### config.mk
export PLATFORM = sky130hd
export DESIGN_NAME = wrr_arbiter
export DESIGN_NICKNAME = d
export VERILOG_FILES = /design/src/rtl/arb_pkg.sv /design/src/rtl/arb_rr_pick.sv /design/src/rtl/wrr_arbiter.sv
export SDC_FILE = /design/constraint.sdc
export NUM_CORES = 1
export LEC_CHECK = 0
export CAP_MARGIN = 10
export CORE_MARGIN = 10
export CORE_UTILIZATION = 58
export CTS_CLUSTER_SIZE = 28
export DETAILED_ROUTE_END_ITERATION = 10
export PLACE_DENSITY = 0.85
export SLEW_MARGIN = 20
export SYNTH_ARGS = -nofsm -noshare
export SYNTH_HDL_FRONTEND = slang
export SYNTH_SLANG_ARGS = --single-unit
### constraint.sdc
create_clock -name clk -period 4.68 [get_ports clk]
set_clock_uncertainty 0.15 [all_clocks]
set_input_delay 1.404 -clock clk [delete_from_list [all_inputs] [get_ports clk]]
set_output_delay 1.404 -clock clk [all_outputs]
set_load 0.1 [all_outputs]
### src/rtl/arb_pkg.sv
// Shared types and helpers for the arbiter family.
// Latency: n/a (types and pure functions only).
// Backpressure: n/a.
package arb_pkg;

  typedef enum logic [0:0] {
    ARB_IDLE  = 1'b0,
    ARB_GRANT = 1'b1
  } arb_state_t;

  // Modulo increment with an explicit wrap compare, so non power-of-two
  // requester counts wrap correctly from num-1 back to 0.
  function automatic int idx_inc(input int idx, input int num);
    return (idx >= num - 1) ? 0 : idx + 1;
  endfunction

endpackage

### src/rtl/arb_rr_pick.sv
// Rotated-priority picker: first set req at or after ptr, modulo NUM.
// Latency: purely combinational.
// Backpressure: none; found=0 when no requester is active.
module arb_rr_pick
  import arb_pkg::*;
#(
  parameter int NUM = 3,
  parameter int IDW = $clog2(NUM)
) (
  input  logic [NUM-1:0] req,
  input  logic [IDW-1:0] ptr,
  output logic           found,
  output logic [IDW-1:0] idx
);

  int w_cur;

  // Walk ptr, ptr+1, ... with wrap; the first active request wins.
  always_comb begin
    found = 1'b0;
    idx   = '0;
    w_cur = int'(ptr);
    for (int k = 0; k < NUM; k++) begin
      if (!found && req[IDW'(w_cur)]) begin
        found = 1'b1;
        idx   = IDW'(w_cur);
      end
      w_cur = idx_inc(w_cur, NUM);
    end
  end

endmodule

### src/rtl/wrr_arbiter.sv
// Weighted round-robin arbiter with burst hold and optional hold limit.
// Latency: req to gnt 1 cycle; completion to gnt low 1 cycle; 1 idle cycle between grants.
// Backpressure: owner holds gnt until last, req drop or hold limit; others wait.
module wrr_arbiter
  import arb_pkg::*;
#(
  parameter int NUM      = 3,
  parameter int IDW      = $clog2(NUM),
  parameter int WEIGHT_W = 4,
  parameter int MAX_HOLD = 16,
  parameter int HOLD_W   = (MAX_HOLD == 0) ? 1 : $clog2(MAX_HOLD + 1)
) (
  input  logic                    clk,
  input  logic                    rst,
  input  logic [NUM-1:0]          req,
  input  logic [NUM-1:0]          last,
  input  logic [NUM*WEIGHT_W-1:0] weight,
  output logic [NUM-1:0]          gnt,
  output logic                    gnt_valid,
  output logic [IDW-1:0]          gnt_id,
  output logic                    timeout
);

  localparam int HOLD_LIM = (MAX_HOLD == 0) ? 0 : MAX_HOLD - 1;

  arb_state_t            r_state;
  logic [IDW-1:0]        r_ptr;
  logic [WEIGHT_W-1:0]   r_credit [NUM];
  logic [HOLD_W-1:0]     r_hold;
  logic [NUM-1:0]        r_gnt;
  logic [IDW-1:0]        r_gnt_id;
  logic                  r_timeout;

  logic                  w_found;
  logic [IDW-1:0]        w_pick_idx;
  logic [WEIGHT_W-1:0]   w_pick_wt;
  logic [WEIGHT_W-1:0]   w_load_wt;
  logic [WEIGHT_W-1:0]   w_credit_dec;
  logic [IDW-1:0]        w_ptr_inc;
  logic                  w_complete;
  logic                  w_hold_hit;

  arb_rr_pick #(
    .NUM (NUM),
    .IDW (IDW)
  ) u_pick (
    .req   (req),
    .ptr   (r_ptr),
    .found (w_found),
    .idx   (w_pick_idx)
  );

  // Select the weight field of the candidate winner; weight 0 means 1 burst.
  always_comb begin
    w_pick_wt = '0;
    for (int i = 0; i < NUM; i++) begin
      if (IDW'(i) == w_pick_idx) w_pick_wt = weight[i*WEIGHT_W +: WEIGHT_W];
    end
    w_load_wt = (w_pick_wt == '0) ? WEIGHT_W'(1) : w_pick_wt;
  end

  // Owner is always r_gnt_id while in GRANT; abandon counts as completion.
  assign w_complete   = ~req[r_gnt_id] | last[r_gnt_id];
  assign w_hold_hit   = (MAX_HOLD != 0) && (r_hold == HOLD_W'(HOLD_LIM));
  assign w_credit_dec = r_credit[r_gnt_id] - WEIGHT_W'(1);
  assign w_ptr_inc    = IDW'(idx_inc(int'(r_gnt_id), NUM));

  // Arbitration FSM: pick in IDLE, hold in GRANT, release on completion or hold limit.
  always_ff @(posedge clk) begin
    if (rst) begin
      r_state   <= ARB_IDLE;
      r_ptr     <= '0;
      r_hold    <= '0;
      r_gnt     <= '0;
      r_gnt_id  <= '0;
      r_timeout <= 1'b0;
      for (int i = 0; i < NUM; i++) r_credit[i] <= '0;
    end else begin
      r_timeout <= 1'b0;
      case (r_state)
        ARB_IDLE: begin
          if (w_found) begin
            r_state  <= ARB_GRANT;
            r_gnt    <= NUM'(1) << w_pick_idx;
            r_gnt_id <= w_pick_idx;
            r_hold   <= '0;
            // A fresh turn samples weight; a continuing turn keeps its credit.
            if (r_credit[w_pick_idx] == '0) r_credit[w_pick_idx] <= w_load_wt;
          end
        end
        ARB_GRANT: begin
          if (w_complete) begin
            r_credit[r_gnt_id] <= w_credit_dec;
            r_ptr              <= (w_credit_dec == '0) ? w_ptr_inc : r_gnt_id;
            r_gnt              <= '0;
            r_hold             <= '0;
            r_state            <= ARB_IDLE;
          end else if (w_hold_hit) begin
            // Overrun forfeits the rest of the turn.
            r_credit[r_gnt_id] <= '0;
            r_ptr              <= w_ptr_inc;
            r_timeout          <= 1'b1;
            r_gnt              <= '0;
            r_hold             <= '0;
            r_state            <= ARB_IDLE;
          end else begin
            r_hold <= r_hold + HOLD_W'(1);
          end
        end
        default: r_state <= ARB_IDLE;
      endcase
    end
  end

  assign gnt       = r_gnt;
  assign gnt_valid = |r_gnt;
  assign gnt_id    = r_gnt_id;
  assign timeout   = r_timeout;

endmodule

==> flow_summary_export.csv <==
group,metric,value,unit
status,run_status,"completed",
yosys,synth_common_cells,"nand2_1, dfxtp_1, edfxtp_1",
floorplan,die_y,75.9,um
global_routing,grt_start_max_net_pins,18,
cells_and_area,nets,237,
clocking,cts_tree,"yes",
clocking,cts-root-buf,"clkbuf_4",
critical_path,cp_max_fo,12,
clocking,cts_hold_buf,0,
timing,timing.fmax,0.268,GHz
yosys,syn-num-nets,208,
yosys,synth_cell_types,52,
yosys,yosys.area.top_type,"edfxtp_1",
placement,pre_cts_slack,0.717,ns
cells_and_area,fin_area,2190,um2
placement,hpwl,3680,um
detailed_routing,postRouteAntennaNets,0,
cells_and_area,drive_above_1_share,8.84,%
yosys,synth.top_cell.area_share,26.5,%
critical_path,path_class,"reg2out",
timing,fin_crit,3.74,ns
detailed_routing,num_vias,1718,
critical_path,startpoint_type,"register",
timing,fin_crit_sh,79.9,%
timing,rsz0062_at_grt,"no",
critical_path,slowest_stage,"clkdlybuf4s50_1",
placement,dpl-instance-area,2110,um2
floorplan,dieArea,5760,um2
placement,io_buffers,26,
yosys,synth_edf_count,16,
timing,finalSetupTns,0,ns
power_and_ir_drop,vdd_ir_drop_max,0.266,mV
yosys,syn-cell-area,1810,um2
timing,setup_viol,0,
global_routing,met3_usage,5.19,%
critical_path,critical-path-max-stage-delay,1.24,ns
floorplan,core,3030,um2
yosys,ys_seq_area_share,44.2,%
detailed_routing,drtPass1Iterations,7,
detailed_routing,drc,0,
yosys,yosysMostFrequentCell,"nand2_1",
timing,tightest_slew,0.983,ns
critical_path,critPathTopFamily,"buffers and inverters",
clocking,clkSlewWorstSetupHoldPaths,0.10,ns
cells_and_area,synthToLayoutAreaGrowth,20.6,%
cells_and_area,antenna_cells,0,
yosys,ys_ff_latch,32,
yosys,ys_warn_count,0,
timing,slew_headroom,34.3,%
clocking,clk_path_buf_depth,2,
yosys,synthFlopType,"edfxtp_1",
detailed_routing,avgRoutedWirePerCell,18.9,um
detailed_routing,routed_via_density,6.63,
critical_path,required,3.13,ns
global_routing,grt_pass1_vias,1738,
min_path,min_path_type,"reg2reg",
floorplan,fp-row-count,20,
global_routing,use_met2,28.9,%
critical_path,end_kind,"output port",
global_routing,grt_overflow_total,0,
global_routing,busiest_layer,"met2",
clocking,cts-resized-gates,0,
timing,finalMaxSlewViolations,0,
critical_path,path_cells,"clkdlybuf4s50_1",
placement,place.gp.congestion,0.898,
detailed_routing,drt_first_iter_violations,248,
floorplan,die_w,75.9,um
power_and_ir_drop,powerDensity,326,nW/um2
floorplan,start_util,59.9,%
timing,worst_slack,0.942,ns
cells_and_area,fillers,238,
clocking,cts_setup_buffers,0,
clocking,htreeDepth,2,
clocking,clock_latency,0.35,ns
detailed_routing,wl,4910,um
global_routing,grtUsageTotal,16.9,%
global_routing,met1_usage,18.6,%
critical_path,path_buf_inv,1,
global_routing,antenna_found_initial,0,
run,cap_viol_max_count,0,
global_routing,grt_pass1_wl,8120,um
yosys,async_flop_share,0,%
timing,hold_viol,0,
yosys,ys_top_cells_by_area,"edfxtp_1, dfxtp_1, a21oi_1",
timing,whs,0.335,ns
clocking,cts_buffers,5,
power_and_ir_drop,p_leak,0.783,nW
yosys,synth.avg_cell_area,9.80,um2
yosys,syn-instance-count,185,
clocking,cts_sinks,32,
floorplan,io_pins,27,
critical_path,crit_arrival,2.18,ns
flip-flops by register name, indices dropped and copies added (netlist names), named ones only:
name      cells
r_hold        5
gnt           3
timeout       1
r_credit     16
r_ptr         2
r_state       1
gnt_id        2
per-layer routing:
| layer | vias to the layer above | wire length, um |
|---|---|---|
| met5 | - | 0 |
| met4 | 0 | 189 |
| met3 | 33 | 452 |
| met2 | 114 | 2360 |
| met1 | 797 | 1900 |
| li1 | 774 | - |
where the power goes:
part           switching, mW  internal (mW)  leakage (nW)
logic                  0.121         0.0745         0.452
registers             0.0174          0.311         0.291
clock network         0.0989         0.0905        0.0404
metrics by stage:
step / instances / util, % / total power, mW
finish: 259 / 72.2 / 0.713
floorplan: 185 / - / 0.466
detailed placement: 251 / 69.8 / 0.525
CTS: 259 / 72.2 / 0.711
global route: 259 / 72.2 / 0.744
global placement: 251 / 69.8 / 0.518
worst paths after layout:
path	from	endpoint	slack, ns	cells past startpoint
setup reg to reg	register	r_credit[0][1]$_SDFFCE_PN0P_	2.12	5
hold reg to reg	gnt[2]$_SDFFE_PP0P_	gnt[2]$_SDFFE_PP0P_	0.34	2
setup / recovery	gnt_id[0]$_SDFFE_PP0P_	gnt_id[0]	0.94	1
hold / removal	gnt[2]$_SDFFE_PP0P_	gnt[2]$_SDFFE_PP0P_	0.34	2
cell usage in the layout, fill, tap and decap left out, types with 5 or more instances in the layout:
master,netlist,final
a21oi_1,14,14
clkbuf_4,0,5
clkdlybuf4s50_1,0,26
dfxtp_1,16,16
edfxtp_1,16,16
inv_1,7,7
nand2_1,17,17
nand3_1,8,8
nor2_1,15,15
nor3_1,5,5
o21ai_0,7,7
o22ai_1,5,5
o31a_1,5,5
kinds of logic after synthesis:
kind of cell	after synthesis	share of synthesized area [%]
AO/OA/AOI/OAI	52	20.4
adder cells (fa/ha/maj)	3	2.07
XOR/XNOR	3	1.45
multiplexers	6	6.49
buffers and inverters	12	2.62
flip-flops	32	44.2
AND/OR/NAND/NOR	77	22.8
cell type report:
| type | instances | area (um2) | area share, % |
|---|---|---|---|
| Clock inverter | 1 | 5.00 | 0.229 |
| Timing Repair Buffer | 27 | 268 | 12.2 |
| Multi-Input combinational cell | 141 | 965 | 44.1 |
| Tap cell | 44 | 55.1 | 2.52 |
| Sequential cell | 32 | 801 | 36.6 |
| Inverter | 7 | 26.3 | 1.20 |
| Clock buffer | 7 | 66.3 | 3.03 |
worst register-to-register path, stage by stage, from the launching register on:
cell and delay [ns]:
dfxtp_1 0.48, mux4_2 0.66, inv_1 0.14, ha_1 0.24
or3_1 0.46, o32ai_1 0.25
Power figures use the tool's default switching activity.
